===== src/rtl/load_store_aligner.sv =====
// load_store_aligner
//   Multi-cycle alignment unit between the core memory stage and a
//   word-organised synchronous data memory. One byte-addressed request is
//   accepted at a time. It becomes one word beat, or two when the access
//   crosses a word boundary. Each beat carries per-byte column enables.
//   Read beats are merged, then sign- or zero-extended.
//
// Ports
//   clk, rst_n            clock, asynchronous active-low reset
//   req_valid/req_ready   request handshake (req_ready high only in IDLE)
//   req_addr              byte address
//   req_access            byte/half/word
//   req_write             1 = store
//   req_unsigned          1 = zero-extend loads
//   req_wdata             store data, right-justified
//   rsp_valid             one-cycle completion pulse (no backpressure)
//   rsp_rdata             extended load data; 0 for stores and errors
//   rsp_err               error flag, qualified by rsp_valid
//   mem_addr              word address
//   mem_wr_ena            write strobe
//   mem_col_ena           byte-lane enables
//   mem_wr_data           lane-positioned store data
//   mem_rd_data           read data, valid one cycle after its beat
//   dbg_state             current FSM state, for observation

package load_store_aligner_pkg;
    typedef enum logic [1:0] {
        MEM_ACCESS_BYTE = 2'b00,
        MEM_ACCESS_HALF = 2'b01,
        MEM_ACCESS_WORD = 2'b10
    } mem_access_t;
endpackage

// Handshake: a request transfers on a rising edge where req_valid and
// req_ready are both high. req_ready depends only on state. The response is
// a single rsp_valid pulse, and the consumer must take it in that cycle.
module load_store_aligner
    import load_store_aligner_pkg::*;
#(
    parameter int L                = 128,
    parameter int W                = 32,
    parameter bit ALLOW_MISALIGNED = 1'b1
) (
    input  logic                                  clk,
    input  logic                                  rst_n,
    input  logic                                  req_valid,
    output logic                                  req_ready,
    input  logic [$clog2(L)+$clog2(W/8)-1:0]      req_addr,
    input  mem_access_t                           req_access,
    input  logic                                  req_write,
    input  logic                                  req_unsigned,
    input  logic [W-1:0]                          req_wdata,
    output logic                                  rsp_valid,
    output logic [W-1:0]                          rsp_rdata,
    output logic                                  rsp_err,
    output logic [$clog2(L)-1:0]                  mem_addr,
    output logic                                  mem_wr_ena,
    output logic [W/8-1:0]                        mem_col_ena,
    output logic [W-1:0]                          mem_wr_data,
    input  logic [W-1:0]                          mem_rd_data,
    output logic [2:0]                            dbg_state
);
    localparam int C  = W / 8;
    localparam int O  = $clog2(C);
    localparam int AW = $clog2(L);

    if (!(W == 32 || W == 64)) begin : g_bad_w
        $fatal(1, "load_store_aligner: W must be 32 or 64");
    end
    if (L < 2 || (L & (L - 1)) != 0) begin : g_bad_l
        $fatal(1, "load_store_aligner: L must be a power of two");
    end

    typedef enum logic [2:0] {
        S_IDLE  = 3'd0,
        S_BEAT0 = 3'd1,
        S_BEAT1 = 3'd2,
        S_CAP   = 3'd3,
        S_RESP  = 3'd4,
        S_ERR   = 3'd5
    } state_t;

    state_t state_q, state_d;

    // Request decode
    logic [3:0]    req_size;
    logic          req_legal;
    logic [O-1:0]  req_off;
    logic [AW-1:0] req_word;
    logic          req_split;
    logic          req_err;

    always_comb begin
        req_size  = 4'd1;
        req_legal = 1'b1;
        case (req_access)
            MEM_ACCESS_BYTE: req_size = 4'd1;
            MEM_ACCESS_HALF: req_size = 4'd2;
            MEM_ACCESS_WORD: req_size = 4'd4;
            default:         req_legal = 1'b0;
        endcase
    end

    assign req_off   = req_addr[O-1:0];
    assign req_word  = req_addr[AW+O-1:O];
    assign req_split = (32'(req_off) + 32'(req_size)) > 32'(C);
    // Sizes are powers of two, so "offset mod size" is a mask test.
    assign req_err   = !req_legal ||
                       (!ALLOW_MISALIGNED && ((32'(req_off) & (32'(req_size) - 32'd1)) != 32'd0));

    // Latched request
    logic [O-1:0]  q_off;
    logic [AW-1:0] q_word;
    logic [3:0]    q_size;
    logic          q_write;
    logic          q_unsigned;
    logic          q_split;
    logic [W-1:0]  q_wdata;
    logic [W-1:0]  lo_q;

    // The outputs are registered. On the accept edge the beat-0 values must
    // come from the live request, and after that from the latched copy.
    logic          use_req;
    logic [O-1:0]  src_off;
    logic [AW-1:0] src_word;
    logic [3:0]    src_size;
    logic          src_write;
    logic [W-1:0]  src_wdata;
    logic [2*C-1:0] lane_wide;
    logic [2*W-1:0] data_wide;

    assign use_req   = (state_q == S_IDLE);
    assign src_off   = use_req ? req_off   : q_off;
    assign src_word  = use_req ? req_word  : q_word;
    assign src_size  = use_req ? req_size  : q_size;
    assign src_write = use_req ? req_write : q_write;
    assign src_wdata = use_req ? req_wdata : q_wdata;

    // The low half of each double-width vector is beat 0 and the high half
    // is beat 1. The high half equals the right-shift by (C-o) used for the
    // second beat.
    assign lane_wide = (((2*C)'(1) << src_size) - (2*C)'(1)) << src_off;
    assign data_wide = {{W{1'b0}}, src_wdata} << {src_off, 3'b000};

    // Load merge. In CAP the final word is still on mem_rd_data, so it is
    // used directly rather than through a capture register.
    logic [2*W-1:0] pair;
    logic [W-1:0]   load_bytes;
    logic           fill;
    logic [W-1:0]   load_result;

    assign pair       = q_split ? {mem_rd_data, lo_q} : {{W{1'b0}}, mem_rd_data};
    assign load_bytes = W'(pair >> {q_off, 3'b000});

    always_comb begin
        case (q_size)
            4'd1:    fill = load_bytes[7];
            4'd2:    fill = load_bytes[15];
            default: fill = load_bytes[31];
        endcase
        if (q_unsigned) fill = 1'b0;
        load_result = '0;
        for (int i = 0; i < C; i++) begin
            if (i < int'(q_size)) load_result[8*i +: 8] = load_bytes[8*i +: 8];
            else                  load_result[8*i +: 8] = {8{fill}};
        end
    end

    // FSM: state register
    always_ff @(posedge clk or negedge rst_n) begin
        if (!rst_n) state_q <= S_IDLE;
        else        state_q <= state_d;
    end

    // FSM: next state
    always_comb begin
        state_d = state_q;
        case (state_q)
            S_IDLE:  if (req_valid) state_d = req_err ? S_ERR : S_BEAT0;
            S_BEAT0: begin
                if (q_split)       state_d = S_BEAT1;
                else if (!q_write) state_d = S_CAP;
                else               state_d = S_RESP;
            end
            S_BEAT1: state_d = q_write ? S_RESP : S_CAP;
            S_CAP:   state_d = S_RESP;
            S_RESP:  state_d = S_IDLE;
            S_ERR:   state_d = S_IDLE;
            default: state_d = S_IDLE;
        endcase
    end

    // FSM: outputs. The next register values are decoded from the next state.
    logic [AW-1:0] mem_addr_d;
    logic          mem_wr_ena_d;
    logic [C-1:0]  mem_col_ena_d;
    logic [W-1:0]  mem_wr_data_d;
    logic          rsp_valid_d;
    logic          rsp_err_d;
    logic [W-1:0]  rsp_rdata_d;

    always_comb begin
        mem_addr_d    = mem_addr;
        mem_wr_ena_d  = 1'b0;
        mem_col_ena_d = '0;
        mem_wr_data_d = '0;
        rsp_valid_d   = 1'b0;
        rsp_err_d     = 1'b0;
        rsp_rdata_d   = '0;
        case (state_d)
            S_BEAT0: begin
                mem_addr_d    = src_word;
                mem_wr_ena_d  = src_write;
                mem_col_ena_d = lane_wide[C-1:0];
                mem_wr_data_d = data_wide[W-1:0];
            end
            S_BEAT1: begin
                mem_addr_d    = src_word + AW'(1);  // wraps from L-1 to 0
                mem_wr_ena_d  = src_write;
                mem_col_ena_d = lane_wide[2*C-1:C];
                mem_wr_data_d = data_wide[2*W-1:W];
            end
            S_RESP: begin
                rsp_valid_d = 1'b1;
                rsp_rdata_d = (state_q == S_CAP) ? load_result : '0;
            end
            S_ERR: begin
                rsp_valid_d = 1'b1;
                rsp_err_d   = 1'b1;
            end
            default: ;
        endcase
    end

    always_ff @(posedge clk or negedge rst_n) begin
        if (!rst_n) begin
            mem_addr    <= '0;
            mem_wr_ena  <= 1'b0;
            mem_col_ena <= '0;
            mem_wr_data <= '0;
            rsp_valid   <= 1'b0;
            rsp_err     <= 1'b0;
            rsp_rdata   <= '0;
        end else begin
            mem_addr    <= mem_addr_d;
            mem_wr_ena  <= mem_wr_ena_d;
            mem_col_ena <= mem_col_ena_d;
            mem_wr_data <= mem_wr_data_d;
            rsp_valid   <= rsp_valid_d;
            rsp_err     <= rsp_err_d;
            rsp_rdata   <= rsp_rdata_d;
        end
    end

    always_ff @(posedge clk or negedge rst_n) begin
        if (!rst_n) begin
            q_off      <= '0;
            q_word     <= '0;
            q_size     <= 4'd1;
            q_write    <= 1'b0;
            q_unsigned <= 1'b0;
            q_split    <= 1'b0;
            q_wdata    <= '0;
            lo_q       <= '0;
        end else begin
            if (state_q == S_IDLE && req_valid) begin
                q_off      <= req_off;
                q_word     <= req_word;
                q_size     <= req_size;
                q_write    <= req_write;
                q_unsigned <= req_unsigned;
                q_split    <= req_split;
                q_wdata    <= req_wdata;
            end
            // The word read by beat 0 is on mem_rd_data during BEAT1.
            if (state_q == S_BEAT1) lo_q <= mem_rd_data;
        end
    end

    assign req_ready = (state_q == S_IDLE);
    assign dbg_state = state_q;

endmodule


===== config.mk =====
export PLATFORM = sky130hd
export DESIGN_NAME = load_store_aligner
export DESIGN_NICKNAME = d
export VERILOG_FILES = /design/src/rtl/load_store_aligner.sv
export SDC_FILE = /design/constraint.sdc
export NUM_CORES = 1
export LEC_CHECK = 0
export BUFFER_PORTS_ARGS = -buffer_cell sky130_fd_sc_hd__buf_2
export CORE_MARGIN = 4
export CORE_UTILIZATION = 51
export DETAILED_ROUTE_END_ITERATION = 10
export PLACE_DENSITY = 0.81
export SLEW_MARGIN = 10
export SYNTH_ARGS = -nofsm -noshare
export SYNTH_HDL_FRONTEND = slang
export SYNTH_SLANG_ARGS = --single-unit

===== constraint.sdc =====
create_clock -name clk -period 2.6 [get_ports clk]
set_clock_uncertainty 0.05 [all_clocks]
set_input_delay 0 -clock clk [delete_from_list [all_inputs] [get_ports clk]]
set_output_delay 0 -clock clk [all_outputs]
set_load 0.01 [all_outputs]

Word-level counts from Yosys, hierarchy flattened
Index checks and enable logic that the tools add are counted.

Register bits after elaboration: 161. Logic and storage cells: 73. Memory bits (writable): 0. Memories: 0. Bits in latches: 0. Bits of input ports: 80. Output and inout port bits: 82. Memory bits (read-only): 0.

Divide/modulo/power cells: 0. Equal/unequal tests: 11. Shift operators: 4. Multiply operators: 0. Muxes and demuxes: 27. Bitwise logic cells: 0. Magnitude comparators: 5. Add/subtract/negate cells: 3. Reductions and logical operators: 7.

Operators by type and width (number): 32-bit 2-to-1 mux (3); 64-bit 2-to-1 mux (1); 32-bit case mux with 2 select lines (1); 32-bit by 5-bit << shifter with 64-bit output (1); 64-bit by 5-bit right shift with 32-bit output (1); 8-bit 2-to-1 mux (4); 7-bit case mux with 2 select lines (1); 3-bit 2-to-1 mux (4); 3-bit case mux with 4 select lines (1); 3-bit by 2-bit equality test with 1-bit output, second input constant (3); 1-bit by 4-bit less-than comparator with 1-bit output, first input constant (2); 2-bit by 4-bit less-than comparator with 1-bit output, first input constant (2); 4-bit case mux with 2 select lines (1); 1-bit by 4-bit << shifter with 8-bit output, first input constant (1); 8-bit by 2-bit << shifter with 8-bit output (1); 8-bit by 2-bit subtractor with 8-bit output, second input constant (1); 7-bit by 1-bit adder with 7-bit output, second input constant (1); 7-bit 2-to-1 mux (1); 3-bit by 1-bit equality test with 1-bit output, second input constant (2); 3-bit equality test, second input constant (2); 1-bit 2-to-1 mux (6); 3-bit case mux with 2 select lines (1); 2-bit by 4-bit adder with 5-bit output (1); 5-bit by 3-bit greater-than comparator with 1-bit output, second input constant (1); 13 further kinds (14).

Logic depth before layout (Yosys ltp)
Gate-level depths: netlist of the first run.

Word-level depth: 9. Mapped depth: 12. Gate-level depth less buffers: 9.

Worst setup path after synthesis of the first run
Ideal clock, no wire load.

Path type: reg-to-reg. Start point: reg state_q[2], in the netlist dbg_state[2]. End point: reg mem_col_ena[3]. Setup slack: -0.003 ns. Required time: 2.460 ns. Clock period less this slack: 2.603 ns. Arrival: 2.463 ns. Cell stages (with the launch flop): 12. Path buffers: 3. Library setup time: 0.090 ns. Cells stage by stage: dfrtp_1 buf_6 or3_1 buf_6 clkinv_4 buf_2 mux2i_1 inv_1 ha_1 nor2b_1 or4b_1 o2111ai_1.

Word-level cells in the longest chain between the ends: 6. Elaborated cells on any way between the ends: 14. Those cells by class: add/sub (1); eq/ne (5); shift (2); mux (5); reduce/logical (1).

Ends and longest elaborated chain: start: declaration (line 83) `state_t state_q, state_d;`; start signal: assignment (line 172) `else state_q <= state_d;`; 3-bit logical NOT (line 132, 178); 4-bit 2-to-1 mux (line 135) `assign src_size = use_req ? req_size : q_size;`; 1-bit by 4-bit << shifter with 8-bit output (line 142) `assign lane_wide = (((2*C)'(1) << src_size) - (2*C)'(1)) << src_off;`; 8-bit by 2-bit subtractor with 8-bit output (line 142); 8-bit by 2-bit << shifter with 8-bit output (line 142); 4-bit case mux with 2 select lines * (line 210) `case (state_d)`; net mem_col_ena_d[3] (line 196) `logic [C-1:0] mem_col_ena_d;`; end signal: assignment (line 247) `mem_col_ena <= mem_col_ena_d;`; end: declaration (line 58) `output logic [W/8-1:0] mem_col_ena,`.

Mark *: on every way through the listed nets, which the timed path passes. The rest lies on a longest branch. A chain may end at the register's enable or synchronous reset.

Worst setup path after layout of the first run
Start point: reg state_q[0], in the netlist dbg_state[0]. End point: reg mem_col_ena[3].

The elaborated chain is that of the path after synthesis.

==> flow_summary.toml, run 1 <==
[synth]
synth.top_cell.area_share_pct = 45.0
ys_ff_latch = 160
yosysTopAreaCell = "dfrtp_1"
syn_inst = 815
synth.area.top_cells = "dfrtp_1, mux2i_1, mux2_2"
async_flop_share_pct = 100
yosysUniqueCellTypes = 57
synth_nets = 903
syn-cell-area_mm2 = 0.00884
synth-seq-area-share_pct = 45.3
synth_ff_type = "dfrtp_1"
ys_warn_count = 0
synth_edf_count = 0
avgSynthCellArea_um2 = 10.9

[finish]
area_growth_pct = 29.3
stdcell_count = 1284
fillers = 1175
drive_above_1_share_pct = 33.9
diodes = 0
nets = 1140

[timing]
min_period_ns = 2.45
setup_viol = 0
tns_ns = 0
finalMaxSlewViolations = 0
min_period_over_period_pct = 94.1
worstMarginPinSlew_ns = 0.843
hold_viol_final = 0
rsz0062_at_grt = "false"
slew_headroom_pct = 43.4
max_freq_ghz = 0.409

[cts]
htree_num_levels = 4
clockBufferDepth = 2
cts_buffers = 17
clkTransAtPathRegs_ns = 0.06
cts_tree = "built"
clock-root-buffer = "clkbuf_16"
clock-sinks = 160
clock_latency_ns = 0.43

[pwr]
power.density_mw_per_mm2 = 1230
ir_drop_uv = 835
switching_share_pct = 40.4
switchingPower_mw = 5.69
p_int_mw = 8.39
p_leak_nw = 5.49
power_frac_clock_pct = 18.9
p_comb_share_pct = 51.4
seqPwrFrac_pct = 29.7

[run]
maxCapViolCount = 0

[global_routing]
grt_pass1_vias = 7976
grt_max_degree = 68
grt.total_usage_pct = 27.1
grt-ovfl-total = 0
antenna_found_initial = 0
grt_pass1_wl_um = 42200

[placement]
gp_congestion = 0.942
dp_cells = 1178
hpwl_um = 17200
port_buffers = 161

[detailed_routing]
routed_wirelength_um = 26300
viasPerCell = 6.06
ant_nets = 0
drt_iter0_drc = 520
drc_errors = 0
drtPass1Iterations = 5
wire_per_inst_um = 20.5
vias = 7780

[die]
die_h_um = 140
die_w_um = 140
num_io_pins = 162
start_util_pct = 52.8
rows = 47
coreArea_mm2 = 0.0168
die-area_mm2 = 0.0195

[critical_path]
start_kind = "flop"
worst-path-max-fanout = 15
crit_cells = 8
critPathCapture = "mem_col_ena[3]$_DFF_PN0_"
startpoint = "dbg_state[0]$_DFF_PN0_"
required_ns = 2.89
crit_arrival_ns = 2.74
crit_type = "flop to flop"
r2r_start = "dbg_state[0]$_DFF_PN0_"
cp-end-kind = "flop"
worst-path-buf-inv = 1
cpMaxStageDelayCell = "or4b_1"
timing.rr.end = "mem_col_ena[3]$_DFF_PN0_"
cp_top_family = "simple AND/OR/NAND/NOR gates"
reg2reg_depth = 8
reg2reg_slack_ns = 0.15
crit_path_max_incr_delay_ns = 0.47
crit_chain = "buf_12 -> nor4b_2 -> nor2_1 -> or2_2 -> ha_1 -> nor2b_1 -> or4b_1 -> o2111ai_1"

[outcome]
outcome = "finished, final reports clean"

[hold_path]
hp-class = "input port to flop"
==> area by class of cell <==
cell class | instances | area (µm²) | area share [%]
clock buffer | 18 | 439 | 3.84
timing repair buffer | 279 | 1930 | 16.9
multi-input combinational | 587 | 4570 | 39.9
sequential | 160 | 4010 | 35.1
inverter | 7 | 31.3 | 0.274
tap | 220 | 275 | 2.41
clock inverter | 13 | 185 | 1.62
==> metrics by stage <==
| step | hold slack, ns | setup slack (ns) | area [µm²] | total power [mW] | util, % |
|---|---|---|---|---|---|
| 2_1_floorplan | -0.346 | 0.0235 | 8850 | 9.07 | - |
| 5_1_grt | 0.101 | 0.00674 | 11400 | 14.9 | 68.2 |
| 3_3_place_gp | -0.0147 | 0.111 | 10000 | 10.9 | 59.9 |
| 3_5_place_dp | -0.00888 | 0.0407 | 10000 | 11.1 | 59.9 |
| 4_1_cts | 0.0746 | 0.0387 | 11400 | 13.9 | 68.1 |
| 6_report | 0.0919 | 0.154 | 11400 | 14.1 | 68.2 |
==> flip-flops by register name (all words and copies together), names as in the netlist, 4 cells and up <==
register,flops
q_word,7
q_wdata,32
mem_addr,7
lo_q,32
mem_col_ena,4
mem_wr_data,32
rsp_rdata,32
==> worst min path at each step <==
| stage | depth (start not counted) | start | slack [ns] | endpoint |
|---|---|---|---|---|
| after floorplan | 0 | rst_n | -0.35 | dbg_state[0]$_DFF_PN0_ |
| after global placement | 1 | rst_n | -0.01 | lo_q[20]$_DFFE_PN0N_ |
| after detailed placement | 1 | rst_n | -0.009 | lo_q[20]$_DFFE_PN0N_ |
| after CTS | 3 | req_access[1] | 0.07 | q_size[0]$_DFFE_PN1P_ |
| after global routing | 3 | req_access[1] | 0.10 | q_size[0]$_DFFE_PN1P_ |
| final | 3 | req_access[1] | 0.09 | q_size[0]$_DFFE_PN1P_ |
==> routing by layer <==
metal / vias up / wire length, µm / global-route usage [%] / share of wire, %
met4: 0 / 996 / 11.6 / 3.8
li1: 3489 / - / - / -
met2: 380 / 13000 / 45.4 / 49
met5: - / 0 / 0 / 0
met1: 3821 / 10100 / 33.1 / 38
met3: 90 / 2210 / 7.34 / 8.4
==> power groups by stage <==
stage	sequential (mW)	combinational [mW]	clock (mW)
after detailed placement	4.19	6.94	0
final	4.19	7.23	2.66
after global placement	4.16	6.79	0
after global routing	4.30	7.84	2.80
after CTS	4.16	7.09	2.69
after floorplan	4.08	4.99	0
==> placed cells by master, fill, tap and decap left out, types with 5 or more instances in the layout <==
| cell type | synthesis | routed |
|---|---|---|
| buf_2 | 18 | 160 |
| dfrtp_1 | 159 | 158 |
| mux2i_1 | 108 | 108 |
| mux2_2 | 96 | 96 |
| dlygate4sd3_1 | 0 | 75 |
| nand2_1 | 73 | 73 |
| nor2_1 | 48 | 48 |
| buf_4 | 0 | 39 |
| a21oi_1 | 38 | 38 |
| o21ai_0 | 34 | 34 |
| o22ai_1 | 27 | 27 |
| a31oi_1 | 17 | 17 |
| clkbuf_16 | 0 | 17 |
| a211oi_1 | 16 | 16 |
| nand3_1 | 13 | 13 |
| a2bb2oi_1 | 10 | 10 |
| mux4_2 | 10 | 10 |
| a22oi_1 | 7 | 7 |
| ha_1 | 7 | 7 |
| nor2b_1 | 5 | 5 |
| inv_1 | 5 | 5 |
| and3_1 | 5 | 5 |
| or2_2 | 5 | 5 |
| a32oi_1 | 5 | 5 |
==> cells by family after synthesis <==
family | share of synthesized area, %
and+or+nand+nor | 9.73
adders and majority gates | 1.22
DFF | 45.3
AOI/OAI and AO/OA | 12.9
buffers and inverters | 3.37
muxes | 27.0
xor gates and xnor gates | 0.495
==> cells in the mapped netlist, types with 16 or more instances <==
cell type,count
clkbuf_1,29
a211oi_1,16
buf_2,18
dfrtp_1,159
o21ai_0,34
nor2_1,48
a21oi_1,38
mux2_2,96
nand2_1,73
mux2i_1,108
o22ai_1,27
a31oi_1,17
==> tightest hold or removal path: stages <==
cell	delay [ns]
buf_2	0.10
ha_1	0.25
mux2_2	0.19
==> timing repair <==
action / CTS / global route
hold endpoints to repair: 186 / 0
hold buffers: 75 / 0
setup endpoints to repair: 0 / 5
buffers inserted: 0 / 0
gates resized for setup: 0 / 4
Power figures use the tool's default switching activity.
==> inputs of run 2 (changes only) <==
--- a/constraint.sdc
+++ b/constraint.sdc
@@ -3,3 +3,3 @@
 set_input_delay 0 -clock clk [delete_from_list [all_inputs] [get_ports clk]]
 set_output_delay 0 -clock clk [all_outputs]
-set_load 0.01 [all_outputs]
+set_load 0.1 [all_outputs]
==> flow_summary.toml, run 2 (synthesis results as in run 1) <==
[outcome]
outcome = "finished, final reports clean"

[cts]
clock-sinks = 160
clockBufferDepth = 2
clock-root-buffer = "clkbuf_16"
cts_tree = "built"
postCtsSetupBuffers = 0
cts_buffers = 17
htree_num_levels = 4
clock_latency_ns = 0.44
clkTransAtPathRegs_ns = 0.07

[hold_path]
hp-class = "input port to flop"
hold-path-endpoint = "q_size[0]$_DFFE_PN1P_"
hold_start = "req_access[1]"
hold_depth = 3

[finish]
stdcell_area_mm2 = 0.0114
area_growth_pct = 29.0
final_cell_mix = "buf_2, dfrtp_1, mux2i_1"
multi_input_area_mm2 = 0.00458
nets = 1137
diodes = 0
seq_area_mm2 = 0.00402
fillers = 1210
drive_above_1_share_pct = 34.3
mostFrequentLayoutCell = "buf_2"

[detailed_routing]
drtPass1Iterations = 5
drt_iter0_drc = 681
ant_nets = 0
routed_wirelength_um = 25800
drc_errors = 0
viasPerCell = 6.02
vias = 7712
wire_per_inst_um = 20.1

[critical_path]
cp_top_family = "simple AND/OR/NAND/NOR gates"
crit_type = "flop to flop"
cp-end-kind = "flop"
reg2reg_depth = 7
worst-path-max-fanout = 8
timing.rr.end = "mem_col_ena[2]$_DFF_PN0_"
required_ns = 2.90
cpMaxStageDelayCell = "or3_2"
r2r_start = "dbg_state[1]$_DFF_PN0_"
crit_arrival_ns = 2.84
worst-path-buf-inv = 0
crit_chain = "or3_2 -> mux2i_1 -> or2_2 -> ha_4 -> nor4_1 -> a211oi_1 -> o22ai_1"
reg2reg_slack_ns = 0.06
start_kind = "flop"
crit_path_max_incr_delay_ns = 0.55

[timing]
layout_setup_ws_ns = 0.0562
setup_viol = 0
hold_ws_ns = 0.0544
min_period_over_period_pct = 97.8
finalMaxSlewViolations = 0
max_freq_ghz = 0.393
hold_viol_final = 0
worstMarginPinSlew_ns = 0.854
min_period_ns = 2.54
slew_headroom_pct = 42.7
rsz0062_at_grt = "false"

[placement]
gp_congestion = 0.895
dp_worst_setup_slack_ns = 0.0853
placed_area_mm2 = 0.0101
port_buffers = 161
hpwl_um = 16900

[pwr]
power.density_mw_per_mm2 = 1420
total_power_mw = 16.2
ir_drop_uv = 1040
p_leak_nw = 5.46

[global_routing]
antenna_found_initial = 0
grt_pass1_vias = 7976
grt.total_usage_pct = 26.1
grt-ovfl-total = 0
grt_max_degree = 68
grt_pass1_wl_um = 41000

[run]
maxCapViolCount = 0

[die]
num_io_pins = 162
coreArea_mm2 = 0.0168
rows = 47
die_w_um = 140
die-area_mm2 = 0.0195
start_util_pct = 52.8
die_h_um = 140
[run 2: routing by layer]
metal | global-route usage, % | share of wire (%) | up-vias
li1 | - | - | 3485
met4 | 11.2 | 3.1 | 0
met2 | 42.9 | 50 | 419
met1 | 32.4 | 38 | 3739
met5 | 0 | 0 | -
met3 | 7.51 | 9.3 | 69
[run 2: where the power goes]
group	internal, mW	leakage, nW	switching, mW	total [mW]
registers	3.46	2.03	0.749	4.21
clock network	1.49	0.289	1.05	2.54
logic	3.32	3.15	6.11	9.43
[run 2: layout make-up]
type                            instances  share of cell area, %
Clock buffer                           20                   4.09
Clock inverter                         12                   1.16
Inverter                                7                  0.274
Multi-Input combinational cell        587                   40.1
Sequential cell                       160                   35.2
Tap cell                              220                   2.41
Timing Repair Buffer                  276                   16.8
[run 2: worst register-to-register path, stage by stage, from the launching register on]
cell and delay, ns:
dfrtp_2 0.46, or3_2 0.55, mux2i_1 0.17, or2_2 0.33, ha_4 0.19, nor4_1 0.44, a211oi_1 0.09, o22ai_1 0.18
[run 2: through the flow]
step / utilization [%] / std cells / setup TNS, ns
floorplan: - / 815 / -0.221
global placement: 60.0 / 1175 / 0
detailed placement: 60.0 / 1175 / 0
CTS: 68.1 / 1282 / 0
global route: 68.1 / 1282 / 0
finish: 68.1 / 1282 / 0
[run 2: what timing repair did]
action	CTS	global route
hold buffers	75	0
resized for setup	0	0
hold endpoints to repair	177	0
setup endpoints to repair	0	0
[run 2: worst max path at each step]
stage	start	endpoint	cells past startpoint
after CTS	dbg_state[1]$_DFF_PN0_	mem_col_ena[1]$_DFF_PN0_	7
after detailed placement	dbg_state[1]$_DFF_PN0_	mem_col_ena[1]$_DFF_PN0_	7
after global routing	dbg_state[1]$_DFF_PN0_	mem_col_ena[1]$_DFF_PN0_	7
after floorplan	dbg_state[2]$_DFF_PN0_	mem_col_ena[3]$_DFF_PN0_	11
final	dbg_state[1]$_DFF_PN0_	mem_col_ena[2]$_DFF_PN0_	7
after global placement	dbg_state[1]$_DFF_PN0_	mem_col_ena[3]$_DFF_PN0_	7
